$ cat config.mk
export PLATFORM = sky130hd
export DESIGN_NAME = uart_link_arbiter
export DESIGN_NICKNAME = d
export VERILOG_FILES = /design/src/rtl/uart_link_pkg.sv /design/src/rtl/uart_link_arbiter_rr.sv /design/src/rtl/uart_link_arbiter.sv
export SDC_FILE = /design/constraint.sdc
export NUM_CORES = 1
export LEC_CHECK = 0
export CAP_MARGIN = 10
export CORE_AREA = 2 2 85 87
export DETAILED_ROUTE_END_ITERATION = 8
export DIE_AREA = 0 0 87 89
export PLACE_DENSITY = 0.82
export SETUP_SLACK_MARGIN = 0.5
export SLEW_MARGIN = 20
export SYNTH_ARGS = -nofsm -noshare
export SYNTH_HDL_FRONTEND = slang
export SYNTH_HIERARCHICAL = 1
export SYNTH_SLANG_ARGS = --single-unit
$ cat constraint.sdc
create_clock -name clk -period 3.5 [get_ports clk]
set_clock_uncertainty 0.05 [all_clocks]
set_input_delay 0.7 -clock clk [delete_from_list [all_inputs] [get_ports clk]]
set_output_delay 0.7 -clock clk [all_outputs]
set_load 0.1 [all_outputs]
$ cat src/rtl/uart_link_pkg.sv
// Shared types and constants for the UART link arbiter: FSM state encoding,
// frame mode values and the frame width derivation.
package uart_link_pkg;

    typedef enum logic [2:0] {
        IDLE  = 3'd0,
        SEND  = 3'd1,
        WBUSY = 3'd2,
        WIDLE = 3'd3,
        WRSP  = 3'd4
    } state_e;

    localparam logic MODE_WRITE = 1'b1;
    localparam logic MODE_READ  = 1'b0;

    // Frame = {mode, wdata, addr}
    function automatic int frame_w(input int data_w, input int addr_w);
        return data_w + addr_w + 1;
    endfunction

endpackage

$ cat src/rtl/uart_link_arbiter_rr.sv
// Combinational round-robin winner select: scans rr_ptr, rr_ptr+1, ... modulo
// NUM_REQ and returns the first requester with a pending frame.
module rr_arbiter #(
    parameter  int NUM_REQ = 2,
    localparam int IDX_W   = $clog2(NUM_REQ)
) (
    input  logic [NUM_REQ-1:0] req_valid_i,
    input  logic [IDX_W-1:0]   rr_ptr_i,
    output logic [IDX_W-1:0]   winner_idx_o,
    output logic               any_req_o
);

    logic [IDX_W:0] sum;

    // Walk offsets from far to near so the nearest valid requester wins last.
    always_comb begin
        winner_idx_o = '0;
        any_req_o    = 1'b0;
        sum          = '0;
        for (int off = NUM_REQ - 1; off >= 0; off--) begin
            sum = {1'b0, rr_ptr_i} + (IDX_W + 1)'(off);
            if (sum >= (IDX_W + 1)'(NUM_REQ))
                sum = sum - (IDX_W + 1)'(NUM_REQ);
            if (req_valid_i[sum[IDX_W-1:0]]) begin
                winner_idx_o = sum[IDX_W-1:0];
                any_req_o    = 1'b1;
            end
        end
    end

endmodule

$ cat src/rtl/uart_link_arbiter.sv
// Shares one UART TX/RX pair among NUM_REQ bridge requesters: round-robin grant,
// one frame in flight, read data steered back to the issuer or a timeout reported.
module uart_link_arbiter
    import uart_link_pkg::*;
#(
    parameter  int NUM_REQ     = 2,
    parameter  int DATA_WIDTH  = 8,
    parameter  int ADDR_WIDTH  = 12,
    parameter  int RSP_TIMEOUT = 1000000,
    localparam int FRAME_W     = frame_w(DATA_WIDTH, ADDR_WIDTH)
) (
    input  logic                       clk,
    input  logic                       rstn,
    input  logic [NUM_REQ-1:0]         req_valid,
    input  logic [NUM_REQ*FRAME_W-1:0] req_frame,
    output logic [NUM_REQ-1:0]         req_ack,
    output logic [NUM_REQ-1:0]         rsp_valid,
    output logic [DATA_WIDTH-1:0]      rsp_data,
    output logic                       rsp_err,
    output logic [FRAME_W-1:0]         u_din,
    output logic                       u_en,
    input  logic                       u_tx_busy,
    input  logic                       u_rx_ready,
    input  logic [DATA_WIDTH-1:0]      u_dout
);

    localparam int IDX_W = $clog2(NUM_REQ);
    localparam int CNT_W = $clog2(RSP_TIMEOUT + 1);
    localparam logic [CNT_W-1:0] CNT_LAST = CNT_W'(RSP_TIMEOUT - 1);

    state_e                state_q, state_d;
    logic [IDX_W-1:0]      rr_ptr_q, rr_ptr_d;
    logic [IDX_W-1:0]      owner_q, owner_d;
    logic [FRAME_W-1:0]    frame_q, frame_d;
    logic [CNT_W-1:0]      cnt_q, cnt_d;
    logic [NUM_REQ-1:0]    req_ack_q, req_ack_d;
    logic [NUM_REQ-1:0]    rsp_valid_q, rsp_valid_d;
    logic [DATA_WIDTH-1:0] rsp_data_q, rsp_data_d;
    logic                  rsp_err_q, rsp_err_d;
    logic [FRAME_W-1:0]    u_din_q, u_din_d;
    logic                  u_en_q, u_en_d;

    logic [IDX_W-1:0]      winner_idx;
    logic                  any_req;

    rr_arbiter #(.NUM_REQ(NUM_REQ)) u_rr (
        .req_valid_i  (req_valid),
        .rr_ptr_i     (rr_ptr_q),
        .winner_idx_o (winner_idx),
        .any_req_o    (any_req)
    );

    always_ff @(posedge clk) begin
        if (!rstn) begin
            state_q     <= IDLE;
            rr_ptr_q    <= '0;
            owner_q     <= '0;
            frame_q     <= '0;
            cnt_q       <= '0;
            req_ack_q   <= '0;
            rsp_valid_q <= '0;
            rsp_data_q  <= '0;
            rsp_err_q   <= 1'b0;
            u_din_q     <= '0;
            u_en_q      <= 1'b0;
        end else begin
            state_q     <= state_d;
            rr_ptr_q    <= rr_ptr_d;
            owner_q     <= owner_d;
            frame_q     <= frame_d;
            cnt_q       <= cnt_d;
            req_ack_q   <= req_ack_d;
            rsp_valid_q <= rsp_valid_d;
            rsp_data_q  <= rsp_data_d;
            rsp_err_q   <= rsp_err_d;
            u_din_q     <= u_din_d;
            u_en_q      <= u_en_d;
        end
    end

    always_comb begin
        state_d     = state_q;
        rr_ptr_d    = rr_ptr_q;
        owner_d     = owner_q;
        frame_d     = frame_q;
        cnt_d       = cnt_q;
        u_din_d     = u_din_q;
        req_ack_d   = '0;
        rsp_valid_d = '0;
        rsp_data_d  = '0;
        rsp_err_d   = 1'b0;
        u_en_d      = 1'b0;

        unique case (state_q)
            IDLE: begin
                if (any_req) begin
                    owner_d               = winner_idx;
                    frame_d               = req_frame[int'(winner_idx)*FRAME_W +: FRAME_W];
                    req_ack_d[winner_idx] = 1'b1;
                    rr_ptr_d = (winner_idx == IDX_W'(NUM_REQ - 1)) ? '0 : winner_idx + 1'b1;
                    state_d  = SEND;
                end
            end
            SEND: begin
                u_din_d = frame_q;
                u_en_d  = 1'b1;
                state_d = WBUSY;
            end
            WBUSY: begin
                if (u_tx_busy) state_d = WIDLE;
            end
            WIDLE: begin
                if (!u_tx_busy) begin
                    if (frame_q[FRAME_W-1] == MODE_WRITE) begin
                        state_d = IDLE;
                    end else begin
                        cnt_d   = '0;
                        state_d = WRSP;
                    end
                end
            end
            WRSP: begin
                // Data arriving on the expiry cycle still counts as a good read.
                if (u_rx_ready) begin
                    rsp_valid_d[owner_q] = 1'b1;
                    rsp_data_d           = u_dout;
                    state_d              = IDLE;
                end else if (cnt_q == CNT_LAST) begin
                    rsp_valid_d[owner_q] = 1'b1;
                    rsp_err_d            = 1'b1;
                    state_d              = IDLE;
                end else begin
                    cnt_d = cnt_q + 1'b1;
                end
            end
            default: state_d = IDLE;
        endcase
    end

    assign req_ack   = req_ack_q;
    assign rsp_valid = rsp_valid_q;
    assign rsp_data  = rsp_data_q;
    assign rsp_err   = rsp_err_q;
    assign u_din     = u_din_q;
    assign u_en      = u_en_q;

endmodule

==> results.txt <==
----------------------------------------------------
[Clock tree]
  Number of cells upsized or downsized after cts ... 0
  Clock latency on the worst-skew pair ... 0.36 ns
  Hold buffer count at CTS ... 0
  Maximum root-to-sink buffer count ... 2
  Number of clock sinks seen by CTS ... 81
  CTS H-tree depth ... 3
  Clock tree from TritonCTS ... built
  Clock slew at reported path FFs ... 0.08 ns
  TritonCTS Buffers ... 9
  Clock root buffer ... sky130_fd_sc_hd__clkbuf_8
  Buffers inserted by post-CTS timing repair ... 0

[Pwr]
  Total power consumption of the routed design ... 2180 µW
  Total power per unit cell area ... 477 nW/µm²
  Worst IR Drop VDD ... 0.244 mV
  Static leakage ... 0.00167 µW

[Synth]
  Cell type with the largest total area after synthesis ... sky130_fd_sc_hd__dfxtp_1
  Post-Syn Nets ... 448
  Seq cells post-synth ... 81
  Largest cells by area after synthesis ... sky130_fd_sc_hd__dfxtp_1, sky130_fd_sc_hd__mux2i_1, sky130_fd_sc_hd__nand2_1, sky130_fd_sc_hd__a21oi_1, sky130_fd_sc_hd__a211oi_1
  Post-synth EDFFs ... 0
  Syn_area_per_cell ... 8.74 µm²
  Register area share after synthesis ... 47.5%
  Number of instances in the synthesized netlist ... 391
  Top-area cell type share of the netlist area ... 47.5%
  Yosys warning total ... 6
  Netlist Area Pre-Place ... 3420 µm²
  Primary flip-flop cell chosen by synthesis mapping ... sky130_fd_sc_hd__dfxtp_1
  Fraction of registers with async set or reset after synthesis ... 0%
  Unique masters post-synth ... 52

[GRT]
  Aggregate global-route resource usage ... 21.9%
  Global-route wire length before repair ... 13400 µm
  Pin count of the biggest net entering global routing ... 40
  Number of antenna violations at the first check in global routing ... 0
  Final global-route overflow total ... 0
  Number of global-route vias before repair ... 2974

[Timing]
  Total count of max-transition violations in the final report ... 0
  Shortest period the worst path allows ... 2.69 ns
  Final-report hold violation count ... 0
  Rel. slew slack ... 32.6%
  TNS Setup ... 0 ns
  Share of the clock period used by the worst path after layout ... 76.8%
  Post-route worst setup slack ... 0.812 ns
  Unrepaired setup endpoints after global routing ... no
  Measured slew at the worst slew-check pin ... 1.01 ns
  Setup Viol. Count Final ... 0
  Fmax achieved ... 0.372 GHz
  Worst hold margin ... 0.406 ns

[Setup path]
  Startpoint type of the worst setup path ... flop
  Endpoint required time on the critical path ... 3.75 ns
  Beginning of the worst register-to-register path ... cnt_q[0]
  Kind of cell with the highest combined delay on the critical path ... compound AO/OA/AOI/OAI gates
  CP max stage cell ... sky130_fd_sc_hd__o31ai_1
  End of the worst register-to-register path ... cnt_q[19]
  Crit path depth ... 7
  Sequence of cells on the critical path ... ha_1 > and4_1 > nand4_1 > o31ai_1 > buf_4 > and2_1 > a221o_1
  Data arrival time of the critical path ... 2.94 ns
  Path depth of the worst reg2reg path ... 7
  Setup crit start ... cnt_q[0]
  Crit end category ... flop
  Worst Path Buf+Inv ... 1
  Internal reg-to-reg setup slack ... 0.81 ns
  Critical Path Max Stage Delay ... 0.68 ns
  Worst Path Max Fanout ... 14
  Worst setup path class ... flop to flop
  Critical path capture point ... cnt_q[19]

[Placed design]
  Worst slack at placement ... 0.817 ns
  Global placer's final weighted congestion ... 0.846
  HPWL after detailed placement ... 5550 µm
  IO buf count ... 90

[Job]
  Total of max-cap violations ... 0

[Die]
  Die H ... 89 µm
  Total die area ... 7740 µm²
  Floorplan row count ... 30
  Starting utilization of the core area ... 50.9%
  Die X ... 87 µm
  IO Count ... 91
  Core area ... 6720 µm²

[Cells and area]
  Share of final-layout standard cells stronger than drive strength 1 ... 6.78%
  Filler Cells Inserted ... 553
  Layout Nets ... 524
  Total inserted antenna cells ... 0
  Post-synthesis to final-layout area growth ... 33.7%

[Drt]
  Number of DRC violations after detailed routing ... 0
  Post-DR wirelength/cell ... 14.5 µm
  Number of routed nets with antenna violations ... 0
  DR vias ... 3109
  TritonRoute pass-1 iters ... 4
  Initial DRC count ... 106
  Avg Vias per Cell ... 5.63
  Total wirelength of the detailed-routed design ... 8010 µm

[Hold path]
  Tightest Hold Check Type ... flop to flop

[Outcome]
  Result of the run ... finished clean

----------------------------------------------------
[cell usage after synthesis (all sizes together) (2+ instances only)]
| master | n |
|---|---|
| and4 | 4 |
| nor4 | 2 |
| clkbuf | 25 |
| nor3 | 7 |
| nor2 | 34 |
| and3 | 13 |
| a41oi | 2 |
| nand4 | 4 |
| a211oi | 22 |
| o21ai | 8 |
| inv | 2 |
| or3b | 2 |
| nand2 | 56 |
| nor2b | 3 |
| or2 | 2 |
| dfxtp | 81 |
| or4 | 4 |
| mux2i | 24 |
| nand4bb | 2 |
| a221o | 2 |
| and2 | 3 |
| buf | 7 |
| a211o | 2 |
| nor4b | 2 |
| o211a | 2 |
| or3 | 2 |
| nand3 | 8 |
| a31oi | 8 |
| o211ai | 2 |
| a21oi | 38 |
| nor3b | 3 |
| o22ai | 2 |
[sequential cells by signal, indices dropped and copies added, names as in the netlist]
| signal | count |
|---|---|
| cnt_q | 20 |
| frame_q | 21 |
| owner_q | 1 |
| req_ack | 2 |
| rr_ptr_q | 1 |
| rsp_data | 8 |
| rsp_err | 1 |
| rsp_valid | 2 |
| state_q | 3 |
| u_din | 21 |
| u_en | 1 |
[placed cells by master, fill, tap and decap left out, drive strengths merged, types with 8 or more instances in the layout]
cell / instances
a31oi: 8
nand2: 56
nand3: 8
clkbuf: 11
mux2i: 24
dfxtp: 81
o21ai: 8
a211oi: 22
buf: 8
and3: 13
nor2: 34
clkdlybuf4s50: 89
a21oi: 38
[tightest hold or removal path: cells and delay by family, from the launching register on]
family,cells,cell delay [ns]
simple gates,1,0.05
flops,1,0.32
compound gates,1,0.05
[worst min-delay path by stage]
stage | to | cells past startpoint | slack [ns] | startpoint
2_1_floorplan | rsp_valid[0] | 1 | 0.37 | owner_q
3_3_place_gp | u_din[16] | 2 | 0.39 | frame_q[16]
3_5_place_dp | rsp_valid[0] | 1 | 0.39 | owner_q
4_1_cts | u_din[14] | 2 | 0.40 | frame_q[14]
5_1_grt | u_din[13] | 2 | 0.42 | frame_q[13]
6_report | u_din[13] | 2 | 0.41 | frame_q[13]
[kinds of logic after synthesis]
logic type               after synthesis  share of synthesized area [%]
flip-flops                            81                           47.5
AO/OA/AOI/OAI                         95                           17.9
multiplexers                          24                           7.03
adder cells (fa/ha/maj)                1                          0.366
AND/OR/NAND/NOR                      156                           23.0
buffers and inverters                 34                           4.21
[metrics by stage]
step | utilization, % | instances | area [µm²]
3_3_place_gp | 64.8 | 536 | 4350
2_1_floorplan | - | 391 | 3420
4_1_cts | 68.0 | 552 | 4570
6_report | 68.0 | 552 | 4570
5_1_grt | 68.0 | 552 | 4570
3_5_place_dp | 64.8 | 536 | 4350
[where the power goes]
group	switching (µW)	leakage, µW	internal (µW)
logic	274	0.000912	163
clock network	349	0.000102	372
registers	38.2	0.000660	983
total	661	0.00167	1520
[metal layers]
layer | GRT usage [%] | part of all wire, % | up-vias
li1 | - | - | 1552
met1 | 26.3 | 42 | 1442
met2 | 35.9 | 49 | 101
met3 | 7.02 | 7.1 | 14
met4 | 10.4 | 1.7 | 0
met5 | 0 | 0 | -
[final cells by class]
cell class / count / area, µm² / share of cell area, %
flip-flops and latches: 81 / 1620 / 35.5
inverters: 2 / 7.51 / 0.164
well taps: 80 / 100 / 2.19
clock inverters: 5 / 62.6 / 1.37
multi-input cells: 276 / 1670 / 36.6
clock buffers: 11 / 151 / 3.31
repair buffers: 97 / 951 / 20.8
(Power assumes the default switching activity.)
